<file path="src/rtl/anc_adapt_sched.sv">
// Tap-sweep sequencer for the shared LMS weight-update datapath: one read,
// DP_LAT datapath cycles and one weight write-back per tap, once per audio sample.
module anc_adapt_sched #(
  parameter int NTAPS  = 16,
  parameter int AW     = 4,
  parameter int DP_LAT = 2
) (
  input  logic          Clk_100M,
  input  logic          Reset,
  input  logic          Start,
  input  logic [10:0]   Err_In,
  output logic [AW-1:0] Tap_Addr,
  output logic          Rd_En,
  input  logic [10:0]   Sig_Data,
  input  logic [10:0]   Wz_Data,
  output logic          Adapt_En,
  output logic [10:0]   Adapt_Sig,
  output logic [10:0]   Adapt_Err,
  output logic [10:0]   Adapt_Wz,
  input  logic [10:0]   Adapt_WzOut,
  output logic          Wz_Wr_En,
  output logic [AW-1:0] Wz_Wr_Addr,
  output logic [10:0]   Wz_Wr_Data,
  output logic          Busy,
  output logic          Done,
  output logic          Overrun
);

  localparam int LW = (DP_LAT > 1) ? $clog2(DP_LAT) : 1;
  localparam logic [AW-1:0] LAST_TAP = AW'(NTAPS - 1);
  localparam logic [LW-1:0] LAST_LAT = LW'(DP_LAT - 1);

  typedef enum logic [2:0] {
    S_IDLE  = 3'd0,
    S_READ  = 3'd1,
    S_EXEC  = 3'd2,
    S_WRITE = 3'd3,
    S_FIN   = 3'd4
  } state_e;

  state_e        state_q, state_d;
  logic [AW-1:0] tap_q, tap_d;
  logic [LW-1:0] lat_q, lat_d;
  logic [10:0]   err_q, err_d;
  logic [10:0]   sig_q, sig_d;
  logic [10:0]   wz_q, wz_d;
  logic [10:0]   wr_data_q, wr_data_d;
  logic [AW-1:0] wr_addr_q, wr_addr_d;
  logic          rd_en_q, rd_en_d;
  logic          en_q, en_d;
  logic          wr_en_q, wr_en_d;
  logic          busy_q, busy_d;
  logic          done_q, done_d;
  logic          overrun_q, overrun_d;

  // Next-state, datapath operand capture and output decode from the next state
  always_comb begin
    state_d   = state_q;
    tap_d     = tap_q;
    lat_d     = lat_q;
    err_d     = err_q;
    sig_d     = sig_q;
    wz_d      = wz_q;
    wr_data_d = wr_data_q;
    overrun_d = Start && (state_q != S_IDLE);

    case (state_q)
      S_IDLE: begin
        if (Start) begin
          err_d = Err_In;
          tap_d = {AW{1'b0}};
          // A zero-magnitude error cannot move any weight, so skip the sweep
          state_d = (Err_In[9:0] == 10'd0) ? S_FIN : S_READ;
        end else begin
          state_d = S_IDLE;
        end
      end
      S_READ: begin
        lat_d   = {LW{1'b0}};
        state_d = S_EXEC;
      end
      S_EXEC: begin
        // Memory data arrives during the first EXEC cycle (one-cycle read latency)
        if (lat_q == {LW{1'b0}}) begin
          sig_d = Sig_Data;
          wz_d  = Wz_Data;
        end else begin
          sig_d = sig_q;
        end
        if (lat_q == LAST_LAT) begin
          wr_data_d = Adapt_WzOut;
          state_d   = S_WRITE;
        end else begin
          lat_d = lat_q + {{(LW-1){1'b0}}, 1'b1};
        end
      end
      S_WRITE: begin
        if (tap_q == LAST_TAP) begin
          tap_d   = {AW{1'b0}};
          state_d = S_FIN;
        end else begin
          tap_d   = tap_q + {{(AW-1){1'b0}}, 1'b1};
          state_d = S_READ;
        end
      end
      S_FIN: begin
        state_d = S_IDLE;
      end
      default: begin
        tap_d   = {AW{1'b0}};
        state_d = S_IDLE;
      end
    endcase

    rd_en_d   = (state_d == S_READ);
    en_d      = (state_d == S_EXEC);
    wr_en_d   = (state_d == S_WRITE);
    busy_d    = (state_d != S_IDLE);
    done_d    = (state_d == S_FIN);
    wr_addr_d = (state_d == S_WRITE) ? tap_q : wr_addr_q;
  end

  // State and registered outputs; reset clears everything and drops any pending write
  always_ff @(posedge Clk_100M) begin
    if (!Reset) begin
      state_q   <= S_IDLE;
      tap_q     <= {AW{1'b0}};
      lat_q     <= {LW{1'b0}};
      err_q     <= 11'd0;
      sig_q     <= 11'd0;
      wz_q      <= 11'd0;
      wr_data_q <= 11'd0;
      wr_addr_q <= {AW{1'b0}};
      rd_en_q   <= 1'b0;
      en_q      <= 1'b0;
      wr_en_q   <= 1'b0;
      busy_q    <= 1'b0;
      done_q    <= 1'b0;
      overrun_q <= 1'b0;
    end else begin
      state_q   <= state_d;
      tap_q     <= tap_d;
      lat_q     <= lat_d;
      err_q     <= err_d;
      sig_q     <= sig_d;
      wz_q      <= wz_d;
      wr_data_q <= wr_data_d;
      wr_addr_q <= wr_addr_d;
      rd_en_q   <= rd_en_d;
      en_q      <= en_d;
      wr_en_q   <= wr_en_d;
      busy_q    <= busy_d;
      done_q    <= done_d;
      overrun_q <= overrun_d;
    end
  end

  assign Tap_Addr   = tap_q;
  assign Rd_En      = rd_en_q;
  assign Adapt_En   = en_q;
  assign Adapt_Sig  = sig_q;
  assign Adapt_Err  = err_q;
  assign Adapt_Wz   = wz_q;
  assign Wz_Wr_En   = wr_en_q;
  assign Wz_Wr_Addr = wr_addr_q;
  assign Wz_Wr_Data = wr_data_q;
  assign Busy       = busy_q;
  assign Done       = done_q;
  assign Overrun    = overrun_q;

endmodule

</file>
<file path="config.mk">
export PLATFORM = sky130hd
export DESIGN_NAME = anc_adapt_sched
export DESIGN_NICKNAME = d
export VERILOG_FILES = /design/src/rtl/anc_adapt_sched.sv
export SDC_FILE = /design/constraint.sdc
export NUM_CORES = 1
export LEC_CHECK = 0
export CAP_MARGIN = 30
export CORE_ASPECT_RATIO = 0.5
export CORE_MARGIN = 2
export CORE_UTILIZATION = 60
export DETAILED_ROUTE_END_ITERATION = 8
export DONT_BUFFER_PORTS = 1
export PLACE_DENSITY = 0.81
export SLEW_MARGIN = 20
export SYNTH_ARGS = -nofsm -noshare
export SYNTH_HDL_FRONTEND = slang
export SYNTH_SLANG_ARGS = --single-unit
</file>
<file path="constraint.sdc">
create_clock -name Clk_100M -period 1.6 [get_ports Clk_100M]
set_input_delay 0.08 -clock Clk_100M [delete_from_list [all_inputs] [get_ports Clk_100M]]
set_output_delay 0.08 -clock Clk_100M [all_outputs]
set_load 0.02 [all_outputs]
</file>
; ---- Word level (Yosys, flattened, before mapping)
; Cells that the tools add are included.
[op_classes]
n_addsub = 2
n_reduce_logical = 11
n_eq_ne = 10
n_bitwise = 2
mux = 10
[ops]
columns = op, n
row1 = $eq A3 B2 Y1 const B, 4
row2 = $mux W3, 4
row3 = $pmux W3 S4, 1
row4 = $pmux W4 S3, 1
row5 = $logic_not A10 Y1, 1
row6 = $mux W4, 2
row7 = $reduce_and A2 Y1, 4
row8 = $eq A3 B1 Y1 const B, 2
row9 = $eq A3 B3 Y1 const B, 2
row10 = $reduce_bool A3 Y1, 2
row11 = $add A4 B1 Y4 const B, 1
row12 = $eq A4 B4 Y1 const B, 1
row13 = $logic_not A3 Y1, 1
row14 = $reduce_or A3 Y1, 1
row15 = $ne A2 B2 Y1 const B, 1
row16 = $not A1 Y1, 2
row17 = $pmux W1 S2, 1
row18 = $reduce_bool A2 Y1, 1
row19 = $add A1 B1 Y1 const B, 1
row20 = $logic_and A1 B1 Y1, 1
row21 = $mux W1, 1
[word_totals]
reg_bits = 62
in_bits = 47
output_inout_bits = 58

; ---- Logic depth before layout (Yosys ltp)
[logic_depth]
word_depth = 5
ltp_mapped = 6

; ---- Least setup slack after synthesis
; Ideal clock, no wire load.
[synth_timing]
kind = reg-to-reg
start = reg tap_q[0], in the netlist Tap_Addr[0]
end = reg en_q, in the netlist Adapt_En
required_time_ns = 1.541
path_stages_with_launch = 6
t_arrival_ns = 1.404
slack_ns = 0.136
n_path_buf = 0
path_cell_list = dfxtp_1 > ha_1 > nand3_1 > nor2b_1 > a211oi_2 > and2_1
[synth_between]
elab_chain_len = 4
[synth_lines]
columns = item, line_no
row1 = "start, declared", 42  ; logic [AW-1:0] tap_q, tap_d;
row2 = "start signal, assigned", 127  ; tap_q <= {AW{1'b0}};
row3 = "start signal, assigned", 142  ; tap_q <= tap_d;
row4 = $eq A4 B4 Y1, 98  ; if (tap_q == LAST_TAP) begin
row5 = $mux W3, 98
row6 = $pmux W3 S4, 67  ; case (state_q)
row7 = $eq A3 B2 Y1, 116  ; en_d = (state_d == S_EXEC);
row8 = "end signal, assigned", 150  ; en_q <= en_d;
row9 = "end, declared", 50  ; logic en_q, en_d;
; Every way passes these cells.
; A chain may end at the register's enable or synchronous reset.

; ---- Final worst setup path
[layout_timing]
start = reg state_q[1]
end = reg wr_data_q[0], in the netlist Wz_Wr_Data[0]
[layout_between]
elab_chain_len = 2
[layout_lines]
columns = item, line_no
row1 = "start, declared", 41  ; state_e state_q, state_d;
row2 = "start signal, assigned", 141  ; state_q <= state_d;
row3 = $eq A3 B2 Y1, 67
row4 = $reduce_and A2 Y1 (no source line), -
row5 = "end signal, assigned", 147  ; wr_data_q <= wr_data_d;
row6 = "end, declared", 47  ; logic [10:0] wr_data_q, wr_data_d;
; Every way passes these cells.

==> metrics.txt <==
status=finished clean; Final Cell Area=3150 sq um; worst-path cell chain=nand2b_4 > nor3b_4 > buf_4 > nand2_1 > a21boi_0; TritonCTS clock tree=built; area of the multi-input gates=1140 sq um; Yosys reg bits=between 60 and 70; H-tree levels=3; Worst-Skew Late Latency=roughly 0.34 ns; final worst path period share=between 90% and 100%; GP Congestion=between 0.8 and 0.9; worst hold path depth=3; Syn Nets=329; core area=a little under 4000 sq um; initial antenna violation count=0; # DRC=0; P_leak=0.00119 uW; DRT Pass-1 Iters=4; Worst EP arrival=1.76 ns; Post-Synthesis Cell Area=2500 sq um; crit path max-delay cell type=dfxtp_1; Worst Reg-to-Reg Cells=5; first-pass GRT wire length=around 9.7 mm; Final setup viols=0; Via Count=2,108; post-DR wirelength/cell=about 16 um; hold worst-path end=Tap_Addr[2]; FF/Latch Area=around 1200 sq um; sequential-to-total area share from yosys stat=49.6%; Gate Count Post-Synth=~280; drt total wl=6.23 mm; Clk pin slew, worst setup/hold paths=approximately 0.060 ns; Root Driver=clkbuf_8; largest net degree at the start of global routing=60; Non-Filler Instances=slightly below 400; Fill cells=245; fin nets=about 380; Ports=105; RR Endpoint=Wz_Wr_Data[0]; RSZ-0062 raised after global routing=no; Iter 0 DRT Violations=119; total global-route track usage=between 20% and 30%; Placed Cells=roughly 330; starting density of the core=63.5%; Die Span X=approximately 95 um; final antenna-violating net count=0; synth unique cells=38; area grow syn2layout=26.0%; post-placement cell area=between 2000 and 3000 sq um; total CTS buffers=9; IO buf count=0; CTS Buffer Depth=2; grt ovf=0; Final HPWL DP=approximately 3.7 mm; CP max stage delay=approximately 0.57 ns; final slew viol count=0; Least-Margin Pin Slew=approximately 0.47 ns; Hold Vio Cnt, Final=0; Max Cap Violations=0; antenna fix cells=0; Die Y=~50 um; number of setup buffers added after CTS=0; clock sinks=just over 60; r2r setup slk=between 0.09 and 0.1 ns; fraction of layout cells with a size suffix above 1=9.61%; die area=about 4700 sq um; CP Launch Type=register; Critical Path Fanout Max=15; pwr/cell area=roughly 1100 nW/um^2; Setup crit end kind=register; vias in the first global route=2,036; TNS Setup=0 ns; Slew headroom=between 60 and 70%; Crit Reg-Reg Startpoint=state_q[1]; Fmax=roughly 670 MHz; Row Count=16; min cycle time layout=~1.5 ns; Worst Hold Class=input pin to register; CP Data Required Time=about 1.9 ns; synthesis warning total=0; Clock Skews=between 0.007 and 0.008 ns; Worst Hold Launch=Start; syn_area_per_cell=between 8 and 9 sq um; largest vdd supply drop=approximately 700 uV; CP Class=register to register; vias per inst=5.45; post_cts resized=0
[cell usage in the layout, fill, tap and decap left out, types with 4 or more instances in the layout]
cell | synthesis | final
nand2_1 | 99 | 99
nand2b_1 | 4 | 4
buf_4 | 4 | 10
clkbuf_8 | 0 | 10
dlygate4sd3_1 | 0 | 45
nor2_1 | 6 | 6
nor2b_1 | 4 | 4
a21boi_0 | 8 | 8
and2_1 | 4 | 4
dfxtp_1 | 62 | 62
a21boi_1 | 41 | 41
[metal layers]
| layer | wire length, um | part of all wire (%) | global-route usage (%) |
|---|---|---|---|
| met4 | 59 | 0.95 | 7.25 |
| met5 | 0 | 0 | 0 |
| met3 | 686 | 11 | 14.5 |
| met2 | 2990 | 48 | 45.7 |
| met1 | 2490 | 40 | 31.0 |
[synth_stat cells, drive strengths merged]
library cell  instances  area share [%]
a211oi                1            0.50
o21ai                 4            0.80
dfxtp                62              50
buf                  12             3.8
and2                  4             1.0
nor3b                 1            0.75
inv                   1            0.15
a31oi                 1            0.25
xor2                  1            0.35
a21boi               49              15
nand4                 2            0.50
nor2b                 4             1.0
and2b                 1            0.40
nand2                99              15
nand2b                5             1.5
nor2                  7             1.1
nand3                 3            0.60
a32oi                 2            0.70
maj3                  1            0.40
nor4b                 1            0.95
and3                  1            0.25
nand3b                2             1.1
nor3                  3            0.80
o311ai                1            0.35
ha                    1            0.50
clkbuf                6            0.90
nor4                  2            0.50
mux2i                 2            0.80
or3                   1            0.45
o311a                 1            0.40
[registers in the layout (all words and copies together), names as in the netlist]
name,cells
lat_q,1
Busy,1
Done,1
Wz_Wr_Data,11
Overrun,1
Wz_Wr_En,1
Adapt_Sig,11
state_q,3
Adapt_En,1
Adapt_Err,11
Rd_En,1
Tap_Addr,4
Wz_Wr_Addr,4
Adapt_Wz,11
[cell families after synthesis]
logic type               Yosys count  share of synthesized area [%]
XOR/XNOR                           1                          0.350
AO/OA/AOI/OAI                     59                           17.7
AND/OR/NAND/NOR                  136                           25.8
buffers and inverters             19                           4.85
multiplexers                       2                          0.800
adder cells (fa/ha/maj)            2                          0.899
flip-flops                        62                           49.6
[stage by stage]
step                total power, uW  hold slack [ns]  util [%]  setup WS (ns)
global placement               2110            0.205      64.1          0.208
CTS                            3350          0.00758      80.0          0.114
detailed placement             2130            0.214      64.1          0.134
global route                   3500          0.00584      80.0        0.00891
floorplan                      2090            0.200         -          0.136
finish                         3350           0.0184      80.0         0.0984
[cell type report]
cell class / count / share of cell area (%)
clock buffer: 12 / 4.60
clock inverter: 2 / 0.317
inverter: 1 / 0.119
multi-input combinational: 200 / 36.2
sequential: 62 / 39.3
tap: 54 / 2.14
timing repair buffer: 56 / 17.3
[where the power goes]
part,internal [uW],switching (uW)
Combinational,209,215
Sequential,1630,167
Clock,582,545
[worst max path at each step]
stage                            from            end  slack, ns  cells after the start
after floorplan           Tap_Addr[0]       Adapt_En       0.14                      5
after global placement     state_q[1]  Wz_Wr_Addr[2]       0.21                      5
after detailed placement   state_q[1]  Wz_Wr_Data[0]       0.13                      5
after CTS                  state_q[1]  Wz_Wr_Data[0]       0.11                      5
after global routing       state_q[2]  Adapt_Err[10]      0.009                      4
final                      state_q[1]  Wz_Wr_Data[0]        0.1                      5
[worst max-delay path, delay by kind of cell (launching register included)]
family                 cells  cell delay (ns)
flip-flops                 1             0.57
AND/OR/NAND/NOR            3             0.45
buffers and inverters      1             0.26
AO/OA/AOI/OAI              1             0.15
[timing repair]
action,CTS,global route
setup endpoints to repair,0,0
hold buffers,46,0
endpoints found under the hold margin,59,0
No activity file was read; power rests on OpenSTA's default activity.
